### src/rtl/PARAMS_pkg.sv
// Shared sizes, funct3 access codes and the memory-stage state type.
package PARAMS_pkg;

    localparam int WD_SIZE        = 32;
    localparam int INSTR_REG_SIZE = 5;
    localparam int FUNCT3_SIZE    = 3;
    localparam int BE_SIZE        = WD_SIZE / 8;

    localparam logic [FUNCT3_SIZE-1:0] F3_B  = 3'b000;
    localparam logic [FUNCT3_SIZE-1:0] F3_H  = 3'b001;
    localparam logic [FUNCT3_SIZE-1:0] F3_W  = 3'b010;
    localparam logic [FUNCT3_SIZE-1:0] F3_BU = 3'b100;
    localparam logic [FUNCT3_SIZE-1:0] F3_HU = 3'b101;

    typedef enum logic [1:0] {
        MEM_IDLE = 2'd0,
        MEM_REQ  = 2'd1,
        MEM_WAIT = 2'd2,
        MEM_DONE = 2'd3
    } mem_state_t;

endpackage

### src/rtl/mem_align.sv
// Combinational access checker, store lane steering and load extraction.
module mem_align
    import PARAMS_pkg::*;
(
    input  logic                   is_ld,
    input  logic                   is_st,
    input  logic [1:0]             off,
    input  logic [FUNCT3_SIZE-1:0] funct3,
    input  logic [WD_SIZE-1:0]     rs2_data,
    input  logic [WD_SIZE-1:0]     ld_q,
    output logic                   access_ok,
    output logic                   access_err,
    output logic [BE_SIZE-1:0]     be,
    output logic [WD_SIZE-1:0]     wdata,
    output logic [WD_SIZE-1:0]     ld_ext
);

    logic               width_ok;
    logic               misaligned;
    logic               mem_op;
    logic [WD_SIZE-1:0] shifted;

    always_comb begin
        width_ok   = 1'b0;
        misaligned = 1'b0;
        case (funct3)
            F3_B:  width_ok = 1'b1;
            F3_H: begin
                width_ok   = 1'b1;
                misaligned = off[0];
            end
            F3_W: begin
                width_ok   = 1'b1;
                misaligned = (off != 2'b00);
            end
            // unsigned codes only exist for loads
            F3_BU: width_ok = is_ld;
            F3_HU: begin
                width_ok   = is_ld;
                misaligned = off[0];
            end
            default: width_ok = 1'b0;
        endcase
        mem_op     = is_ld | is_st;
        access_ok  = mem_op & width_ok & ~misaligned;
        access_err = mem_op & ~(width_ok & ~misaligned);
    end

    always_comb begin
        be    = '1;
        wdata = rs2_data;
        case (funct3[1:0])
            2'b00: begin
                be    = BE_SIZE'(1) << off;
                wdata = {BE_SIZE{rs2_data[7:0]}};
            end
            2'b01: begin
                be    = BE_SIZE'(3) << {off[1], 1'b0};
                wdata = {(BE_SIZE/2){rs2_data[15:0]}};
            end
            default: begin
                be    = '1;
                wdata = rs2_data;
            end
        endcase
    end

    always_comb begin
        shifted = ld_q >> {off, 3'b000};
        case (funct3)
            F3_B:    ld_ext = {{(WD_SIZE-8){shifted[7]}}, shifted[7:0]};
            F3_H:    ld_ext = {{(WD_SIZE-16){shifted[15]}}, shifted[15:0]};
            F3_BU:   ld_ext = {{(WD_SIZE-8){1'b0}}, shifted[7:0]};
            F3_HU:   ld_ext = {{(WD_SIZE-16){1'b0}}, shifted[15:0]};
            default: ld_ext = shifted;
        endcase
    end

endmodule

### src/rtl/stage_mem.sv
// Memory-access pipeline stage: request FSM, registered memory port and
// registered write-back bundle.
module stage_mem
    import PARAMS_pkg::*;
(
    input  logic                      clk,
    input  logic                      reset_n,
    input  logic [WD_SIZE-1:0]        alu_result_i,
    input  logic [WD_SIZE-1:0]        rs2_data_i,
    input  logic [INSTR_REG_SIZE-1:0] rd_i,
    input  logic                      ctrl_ld_i,
    input  logic                      ctrl_st_i,
    input  logic                      ctrl_reg_write_i,
    input  logic [FUNCT3_SIZE-1:0]    ctrl_mem_width_i,
    output logic                      stall_o,
    output logic                      mem_req_o,
    output logic                      mem_we_o,
    output logic [WD_SIZE-1:0]        mem_addr_o,
    output logic [BE_SIZE-1:0]        mem_be_o,
    output logic [WD_SIZE-1:0]        mem_wdata_o,
    input  logic                      mem_gnt_i,
    input  logic                      mem_rvalid_i,
    input  logic [WD_SIZE-1:0]        mem_rdata_i,
    output logic [WD_SIZE-1:0]        wb_data_o,
    output logic [INSTR_REG_SIZE-1:0] rd_o,
    output logic                      ctrl_reg_write_o,
    output logic                      mem_err_o
);

    mem_state_t         state_q;
    logic [WD_SIZE-1:0] ld_q;
    logic               is_st;
    logic               access_ok;
    logic               access_err;
    logic               idle;
    logic [BE_SIZE-1:0] be;
    logic [WD_SIZE-1:0] wdata;
    logic [WD_SIZE-1:0] ld_ext;

    // a simultaneous load and store is treated as a load
    assign is_st = ctrl_st_i & ~ctrl_ld_i;
    assign idle  = (state_q == MEM_IDLE);

    mem_align u_mem_align (
        .is_ld      (ctrl_ld_i),
        .is_st      (is_st),
        .off        (alu_result_i[1:0]),
        .funct3     (ctrl_mem_width_i),
        .rs2_data   (rs2_data_i),
        .ld_q       (ld_q),
        .access_ok  (access_ok),
        .access_err (access_err),
        .be         (be),
        .wdata      (wdata),
        .ld_ext     (ld_ext)
    );

    assign stall_o = (idle & access_ok) | (state_q == MEM_REQ) | (state_q == MEM_WAIT);

    always_ff @(posedge clk or negedge reset_n) begin
        if (!reset_n) begin
            state_q     <= MEM_IDLE;
            ld_q        <= '0;
            mem_req_o   <= 1'b0;
            mem_we_o    <= 1'b0;
            mem_addr_o  <= '0;
            mem_be_o    <= '0;
            mem_wdata_o <= '0;
        end else begin
            case (state_q)
                MEM_IDLE: begin
                    if (access_ok) begin
                        state_q     <= MEM_REQ;
                        mem_req_o   <= 1'b1;
                        mem_we_o    <= is_st;
                        mem_addr_o  <= {alu_result_i[WD_SIZE-1:2], 2'b00};
                        mem_be_o    <= be;
                        mem_wdata_o <= wdata;
                    end
                end
                MEM_REQ: begin
                    if (mem_gnt_i) begin
                        mem_req_o <= 1'b0;
                        state_q   <= mem_we_o ? MEM_DONE : MEM_WAIT;
                    end
                end
                MEM_WAIT: begin
                    if (mem_rvalid_i) begin
                        ld_q    <= mem_rdata_i;
                        state_q <= MEM_DONE;
                    end
                end
                // EX still holds the completed instruction, so no re-sample here
                default: state_q <= MEM_IDLE;
            endcase
        end
    end

    always_ff @(posedge clk or negedge reset_n) begin
        if (!reset_n) begin
            wb_data_o        <= '0;
            rd_o             <= '0;
            ctrl_reg_write_o <= 1'b0;
            mem_err_o        <= 1'b0;
        end else begin
            mem_err_o <= idle & access_err;
            if (stall_o) begin
                ctrl_reg_write_o <= 1'b0;
            end else begin
                rd_o             <= rd_i;
                ctrl_reg_write_o <= ctrl_reg_write_i & ~(idle & access_err);
                wb_data_o        <= ctrl_ld_i ? ld_ext : alu_result_i;
            end
        end
    end

endmodule

### config.mk
export PLATFORM = sky130hd
export DESIGN_NAME = stage_mem
export DESIGN_NICKNAME = d
export VERILOG_FILES = /design/src/rtl/PARAMS_pkg.sv /design/src/rtl/mem_align.sv /design/src/rtl/stage_mem.sv
export SDC_FILE = /design/constraint.sdc
export NUM_CORES = 1
export LEC_CHECK = 0
export CAP_MARGIN = 15
export CORE_MARGIN = 2
export CORE_UTILIZATION = 35
export CTS_BUF_LIST = sky130_fd_sc_hd__clkbuf_8
export CTS_CLUSTER_SIZE = 8
export DETAILED_ROUTE_END_ITERATION = 7
export PLACE_DENSITY = 0.74
export SYNTH_ARGS = -nofsm -noshare
export SYNTH_HDL_FRONTEND = slang
export SYNTH_SLANG_ARGS = --single-unit
### constraint.sdc
create_clock -name clk -period 2.25 [get_ports clk]
set_clock_uncertainty 0.2 [all_clocks]
set_input_delay 0.225 -clock clk [delete_from_list [all_inputs] [get_ports clk]]
set_output_delay 0.225 -clock clk [all_outputs]
set_load 0.03 [all_outputs]
==> results.toml, run 1 <==
[clocking]
cts.sinks = 141
ctsHtreeMaxLevel = 4
clk-insertion-delay-late_ns = 0.45
clk_path_buf_depth = 2
cts_made_buffers = 17
cts-root-buf = "clkbuf_8"
path_clk_slew_ns = 0.08
cts_tree = "yes"

[routing]
postRouteAntennaNets = 0
wl_per_cell_um = 18.9
viasPerCell = 5.26
dr.pass1.iters = 5
wl_mm = 21.2
initialDrtViolationCount = 360
drc_errors = 0
num_vias = 5887

[hold_path]
hold_class = "input pin to asynchronous set/reset pin"

[placement]
dp.cells = 1080
portBuffers = 218
dp_hpwl_mm = 15.7
gp_congestion = 0.867
dpl-instance-area_um2 = 9620

[synth]
synth.avg_cell_area_um2 = 11.4
syn-cell-area_um2 = 6860
synthSimpleGateAreaFrac_pct = 4.34
ys_seq_area_share_pct = 51.4
async_reset_ff_share_pct = 100
ys_types = 43
yosysWarnings = 0
ys_ff_latch = 141
synth-edff-count = 0
synth_cells = 600
muxShareOfSynthArea_pct = 21.1
yosys.area_share.xor_xnor_pct = 0
ys.flop_type = "dfrtp_1"
synth_area_leaders = "dfrtp_1 51%, mux2_1 8.7%, mux2i_1 6.7%, mux2_2 5.4%, o31ai_1 3.6%"
synth_top_family_by_area = "multiplexers"
yosysTopAreaCell = "dfrtp_1"
synth_top_area_share_pct = 51.4
synthAdderAreaFrac_pct = 0.729
synth_compound_area_share_pct = 18.1

[critical_path]
crit_required_ns = 1.82
timing.rr.start = "state_q[0]$_DFFE_PN0P_"
critPathArrivalTime_ns = 1.75
crit_type = "flop to primary output"
path_max_fanout = 7
start_kind = "flop"
cp-startpoint = "state_q[0]$_DFFE_PN0P_"
cp-end-kind = "primary output"

[die]
fp.dieArea_um2 = 20700
initial_utilization_pct = 35.5
core_um2 = 19300
die_h_um = 144
core.rowCount = 51
boundaryPins = 221
die_w_um = 144

[grt]
antenna_found_initial = 0
grt_overflow = 0
grt_pass1_vias = 5770
grt_max_degree = 49
grt_pass1_wl_mm = 32.7
grt_use_total_pct = 20.7

[status]
outcome = "completed"

[sta]
slew_violations = 0
fmax_mhz = 459
relSlewSlack_pct = 45.1
final-setup-viol-count = 0
hold_viol_final = 0
fin_crit_ns = 2.18
period_share_pct = 96.7
worst_pin_slew_ns = 0.820

[power]
vdd.ir_drop.worst_mv = 0.517
power_density_nw_per_um2 = 1440
finalPower_mw = 14.6
p_leak_nw = 4.24

[run]
drv_cap = 0

[finish]
stdcell_count = 1119
fin_nets = 955
layout_common_cells = "214 x clkdlybuf4s50_1, 141 x dfrtp_1, 53 x mux2_1"
nFillCells = 1709
fin_area_um2 = 10100
syn_to_final_growth_pct = 47.9
drive_above_1_share_pct = 16.1
layout.cells.most_common = "clkdlybuf4s50_1"
## worst max-delay path, cell delays in order, from the launching register on
cell and delay, ns:
dfrtp_1 0.43, inv_2 0.10, ha_4 0.18, o21ai_4 0.08
o21ai_4 0.21, buf_6 0.16, buf_6 0.13
## state kept, by name, summed over array words and instances (netlist names), 2 cells and up
register	flops
ld_q	32
mem_wdata_o	32
wb_data_o	32
mem_addr_o	30
rd_o	5
mem_be_o	4
state_q	2
## per-stage QoR
stage	worst slack (ns)	util, %	hold WS (ns)	setup TNS (ns)
after floorplan	0.146	-	-0.271	0
after global placement	-0.0241	49.8	-0.0310	-0.141
after detailed placement	-0.0772	49.8	-0.0308	-1.23
after CTS	0.0120	52.1	0.0389	0
after global routing	-0.0277	52.5	0.0464	-0.0277
final	0.0737	52.5	0.0485	0
## path summary, 6_finish.rpt
kind / endpoint / slack (ns) / depth (start not counted)
worst max-delay path: stall_o / 0.07 / 6
min in group clk: mem_be_o[3]$_DFFE_PN0P_ / 0.08 / 3
worst max register to register: wb_data_o[17]$_DFFE_PN0N_ / 0.19 / 9
max in group asynchronous: ld_q[3]$_DFFE_PN0P_ / 1.17 / 3
worst min register to register: rd_o[1]$_DFFE_PN0N_ / 0.29 / 1
worst min-delay path: mem_wdata_o[25]$_DFFE_PN0P_ / 0.05 / 2
## cell type report
class / instances / area (um^2) / share of cell area (%)
Clock inverter: 14 / 170 / 1.68
Clock buffer: 18 / 248 / 2.44
Multi-Input combinational cell: 392 / 3110 / 30.6
Tap cell: 265 / 332 / 3.27
Sequential cell: 141 / 3530 / 34.8
Antenna cell: 1 / 2.50 / 0.0247
Timing Repair Buffer: 271 / 2700 / 26.6
Inverter: 17 / 63.8 / 0.629
## cell families (layout without fill, tap and decap cells)
logic type      count (synthesis)  in the layout
compound gates                187            187
flops                         141            141
mux                           133            133
buf+inv                        68            320
simple gates                   66             66
fa+ha+maj                       4              4
other cells                     1              3
## Yosys cell counts (5+ instances only)
library cell  number
o2bb2ai_1          7
a2111oi_0          8
nand2_1           16
o31ai_1           33
nor2b_1            8
clkbuf_1          23
o21ai_0           27
o21ai_1           40
nor2_1            31
a31o_1             5
dfrtp_1          141
mux2i_1           46
a221oi_1          16
a31oi_1           15
buf_1              6
mux2_1            53
a21oi_1           24
inv_1             17
buf_2             18
mux2_2            33
## timing repair
action,4_1_cts,5_1_grt
pin swaps,1,3
buffers inserted,0,5
hold endpoints to repair,141,0
hold buffers,1,0
resized for setup,6,9
endpoints found under the setup margin,1,18
cloned,0,0
## layer usage
metal | wire length, um | global-route usage (%) | vias to the layer above
met5 | 0 | 0 | -
met4 | 646 | 8.00 | 0
met2 | 10200 | 31.7 | 202
met1 | 9350 | 29.0 | 2941
li1 | - | - | 2703
met3 | 1030 | 4.21 | 41
## power breakdown
group	switching, mW	internal, mW	total, mW
Combinational	4.31	3.55	7.86
Clock	1.03	1.12	2.15
Sequential	0.805	3.81	4.61
Total	6.14	8.48	14.6
Note: power is estimated with default switching activity, not from simulation.
==> run 2, diff against run 1 <==
--- a/config.mk
+++ b/config.mk
@@ -12,6 +12,7 @@
 export CTS_CLUSTER_SIZE = 8
 export DETAILED_ROUTE_END_ITERATION = 7
 export PLACE_DENSITY = 0.74
+export SLEW_MARGIN = 10
 export SYNTH_ARGS = -nofsm -noshare
 export SYNTH_HDL_FRONTEND = slang
 export SYNTH_SLANG_ARGS = --single-unit
==> constraint.sdc (replaced) <==
create_clock -name clk -period 2.5 [get_ports clk]
set_clock_uncertainty 0.2 [all_clocks]
set_input_delay 0.25 -clock clk [delete_from_list [all_inputs] [get_ports clk]]
set_output_delay 0.25 -clock clk [all_outputs]
set_load 0.03 [all_outputs]
==> run 2 against run 1 <==
- hold slack better by 0.019 ns
- non-clock buffer count is 25 lower
- core utilization is 1.3 points lower
- critical path depth is 1 higher
- global-route usage is 0.28 points lower
- combinational power is 14% lower
- via count is 1.6% lower
- worst setup slack better by 0.0086 ns
- critical path type is now input pin to primary output
==> results.toml, run 2 (same netlist as run 1, synthesis figures left out) <==
[status]
outcome = "completed"

[power]
switching_power_mw = 5.48
seqPwrFrac_pct = 32.3
clkPwrFrac_pct = 14.8
power_density_nw_per_um2 = 1290
swShare_pct = 42.8
p_leak_nw = 4.13
internal_power_mw = 7.33
vdd.ir_drop.worst_mv = 0.672
share_comb_of_total_power_pct = 52.9

[routing]
drc_errors = 0
wl_mm = 21.0
postRouteAntennaNets = 0
viasPerCell = 5.29
initialDrtViolationCount = 404
dr.pass1.iters = 5
wl_per_cell_um = 19.2
num_vias = 5791

[clocking]
ctsHtreeMaxLevel = 4
cts_made_buffers = 17
path_clk_slew_ns = 0.09
post-cts-setup-buffers = 0
cts.sinks = 141
cts_tree = "yes"
clk-insertion-delay-late_ns = 0.46
clk_path_buf_depth = 2
cts-root-buf = "clkbuf_8"

[sta]
fmax_mhz = 414
rsz0062_at_grt = "false"
hold_viol_final = 0
period_share_pct = 96.7
setup_tns_ns = 0
slew_violations = 0
relSlewSlack_pct = 45.7
worst_pin_slew_ns = 0.810
fin_crit_ns = 2.42
final-setup-viol-count = 0

[critical_path]
critPathArrivalTime_ns = 1.97
rrSetupSlack_ns = 0.33
cp-end-kind = "primary output"
crit_required_ns = 2.05
start_kind = "input pin"
cpMaxStageDelayCell = "dlygate4sd3_1"
crit_type = "input pin to primary output"
critPathMaxStageDelay_ns = 0.51
path_cells = "dlygate4sd3_1, buf_2, nand2b_1, a21oi_2, o21ai_4, buf_12, buf_4"
path_max_fanout = 26

[finish]
layout.cells.most_common = "clkdlybuf4s50_1"
nFillCells = 1750
syn_to_final_growth_pct = 44.3
fin_area_um2 = 9900
final_util_pct = 51.2
fin_nets = 930
drive_above_1_share_pct = 12.7
layout_common_cells = "212 x clkdlybuf4s50_1, 141 x dfrtp_1, 53 x mux2_1"
reg_top3 = "ld_q x32, mem_wdata_o x32, wb_data_o x32"

[die]
core.rowCount = 51
initial_utilization_pct = 35.5
fp.dieArea_um2 = 20700
die_w_um = 144
boundaryPins = 221
core_um2 = 19300
die_h_um = 144

[grt]
grt_use_total_pct = 20.4
grt_pass1_wl_mm = 32.3
grtUsageMet3_pct = 3.94
antenna_found_initial = 1
met1_usage_pct = 28.3
grt_pass1_vias = 5773
grt_overflow = 0
grt_max_degree = 54
use_met2_pct = 31.6
grt-busiest-layer = "met2"

[placement]
dpl-instance-area_um2 = 9440
portBuffers = 218
dp_hpwl_mm = 15.6
gp_congestion = 0.849

[hold_path]
hold_class = "input pin to asynchronous set/reset pin"

[run]
drv_cap = 0
-- run 2: final timing paths --
check	endpoint	cells past startpoint	startpoint
max in group asynchronous	wb_data_o[11]$_DFFE_PN0N_	3	reset_n
min in group clk	mem_be_o[3]$_DFFE_PN0P_	3	alu_result_i[1]
worst min register to register	mem_addr_o[28]$_DFFE_PN0P_	1	mem_addr_o[28]$_DFFE_PN0P_
worst max register to register	wb_data_o[28]$_DFFE_PN0N_	7	state_q[1]$_DFFE_PN0P_
worst min-delay path	mem_wdata_o[25]$_DFFE_PN0P_	2	reset_n
worst max-delay path	stall_o	7	ctrl_ld_i
-- run 2: power groups by stage --
stage / clock network (mW) / registers, mW / logic [mW]
global placement: 0 / 4.13 / 6.67
detailed placement: 0 / 4.18 / 6.77
global route: 2.03 / 4.28 / 7.22
floorplan: 0 / 5.72 / 2.27
finish: 1.89 / 4.14 / 6.78
CTS: 1.95 / 4.13 / 6.79
-- run 2: area by class of cell --
cell class	instances	area, um^2	area share [%]
Antenna cell	1	2.50	0.0253
Clock buffer	18	248	2.50
Multi-Input combinational cell	392	3090	31.2
Sequential cell	141	3530	35.6
Tap cell	265	332	3.35
Clock inverter	14	161	1.63
Inverter	17	63.8	0.645
Timing Repair Buffer	246	2480	25.0
-- run 2: repair_timing --
item / 4_1_cts / 5_1_grt
hold buffers: 2 / 0
pin swaps: 0 / 1
endpoints found under the hold margin: 142 / 0
setup endpoints to repair: 1 / 1
resized for setup: 1 / 5
-- run 2: through the flow --
stage	worst slack [ns]	std cells	hold WS (ns)	power (mW)
floorplan	0.392	601	-0.246	7.99
global placement	0.0472	1059	0.00325	10.8
detailed placement	-0.0161	1059	0.00445	10.9
CTS	0.0139	1093	0.0760	12.9
global route	0.000175	1093	0.0857	13.5
finish	0.0823	1094	0.0673	12.8
-- run 2: layer usage --
metal	vias to the layer above	wire length (um)	share of wire [%]
met1	2882	9130	43
met5	-	13	0.062
li1	2661	-	-
met4	2	655	3.1
met2	201	10100	48
met3	45	1120	5.4
-- run 2: critical path, delay by kind of cell --
kind                   cells  cell delay (ns)
AOI/OAI and AO/OA          2             0.35
buffers and inverters      4             1.14
and+or+nand+nor            1             0.21
==> variant: new RTL, config.mk and constraints of run 1 <==
`FUNCT3_SIZE`: 3 -> 6.
--- a/src/rtl/PARAMS_pkg.sv
+++ b/src/rtl/PARAMS_pkg.sv
@@ -3,7 +3,7 @@
 
     localparam int WD_SIZE        = 32;
     localparam int INSTR_REG_SIZE = 5;
-    localparam int FUNCT3_SIZE    = 3;
+    localparam int FUNCT3_SIZE    = 6;
     localparam int BE_SIZE        = WD_SIZE / 8;
 
     localparam logic [FUNCT3_SIZE-1:0] F3_B  = 3'b000;
Ports: changed (resized ctrl_mem_width_i); port bits go from 221 to 224. No check against the original RTL was run, so the function may have changed too.
==> variant against run 1 <==
Wire length decreased by 4.3%. Core utilization is 1.8 points higher. Critical path depth rose by 1. Design area is 3.0% lower. Sequential share of layout area rose by 1.1 points. Hold slack improved by 0.024 ns. Synthesized cell count up 12%. Total power is 11% lower. Worst setup slack lost 0.010 ns. Highest routed layer unchanged. Cell count up 4.0%. Sequential cell count unchanged. Area after synthesis down 4.8%. Via count fell by 2.2%. Largest power group unchanged. Register-to-register slack improved by 0.06 ns.
==> variant: results (changes against run 1) <==
[yosys]
ys_seq_area_frac = 0.540  ; +0.0257
synth_adder_area_share = 0.00766  ; +0.000364
synthDistinctLibCells = 42  ; -2.3%
syn-mean-instance-area_um2 = 9.76  ; -15%

[placed_design]
hpwl_mm = 15.1  ; -3.5%
placed_area_um2 = 9310  ; -3.2%

[global_routing]
track_usage = 0.206  ; -0.00102
grt_max_degree = 58  ; +18%
grtUsageMet2 = 0.331  ; +0.0144
grt_pass1_wl_mm = 31.4  ; -3.8%

[sta]
hold_slack_ns = 0.0726  ; +0.0242 ns
slew_headroom = 0.374  ; -0.0767

[clocking]
cts_resized = 12  ; +6
hold_buffers = 2  ; +1

[finish]
multi_input_area_um2 = 2850  ; -8.3%
clock_area_frac = 0.0372  ; -0.00394
fin_nets = 1040  ; +8.9%
n_antenna_cell = 0  ; -1
n_clock_buffer = 19  ; +1

[min_path]
hp-class = in2reg

[pwr]
powerSeq_uw = 4420  ; -4%

[floorplanning]
core_area_um2 = 18100  ; -6.1%

[worst_setup_path]
r2r-end = wb_data_o[13]
cp_slowest_cell = clkdlybuf4s50_1
reg2regPathDepth = 8  ; -1
slowest_delay_ns = 0.50  ; +0.07 ns

[run_status]
outcome = completed

[route]
met2_length_mm = 9.59  ; -5.6%
wl_met3_mm = 1.58  ; +53%
wl_per_cell_um = 17.4  ; -8.0%

-- variant: cell count changes after synthesis, moves of 7 or more --
cell | before | now
nand2_1 | 16 | 191
mux2_1 | 53 | 0
o21ai_1 | 40 | 2
o21ai_0 | 27 | 52
o31ai_1 | 33 | 14
a221oi_1 | 16 | 0
nor2_1 | 31 | 42
mux2_2 | 33 | 43
inv_1 | 17 | 8
a2111oi_0 | 8 | 0
buf_2 | 18 | 10
o22ai_1 | 1 | 8
-- variant: how the worst max path moves through the flow --
stage	start	end	slack, ns	cells past startpoint
6_report	ctrl_mem_width_i[3]	stall_o	0.06	7
3_3_place_gp	alu_result_i[1]	wb_data_o[20]	-0.20	8
3_5_place_dp	ctrl_mem_width_i[1]	wb_data_o[11]	-0.26	8
2_1_floorplan	state_q[0]	rd_o[0]	0.08	7
5_1_grt	alu_result_i[1]	stall_o	-0.01	7
4_1_cts	state_q[1]	stall_o	0.007	7
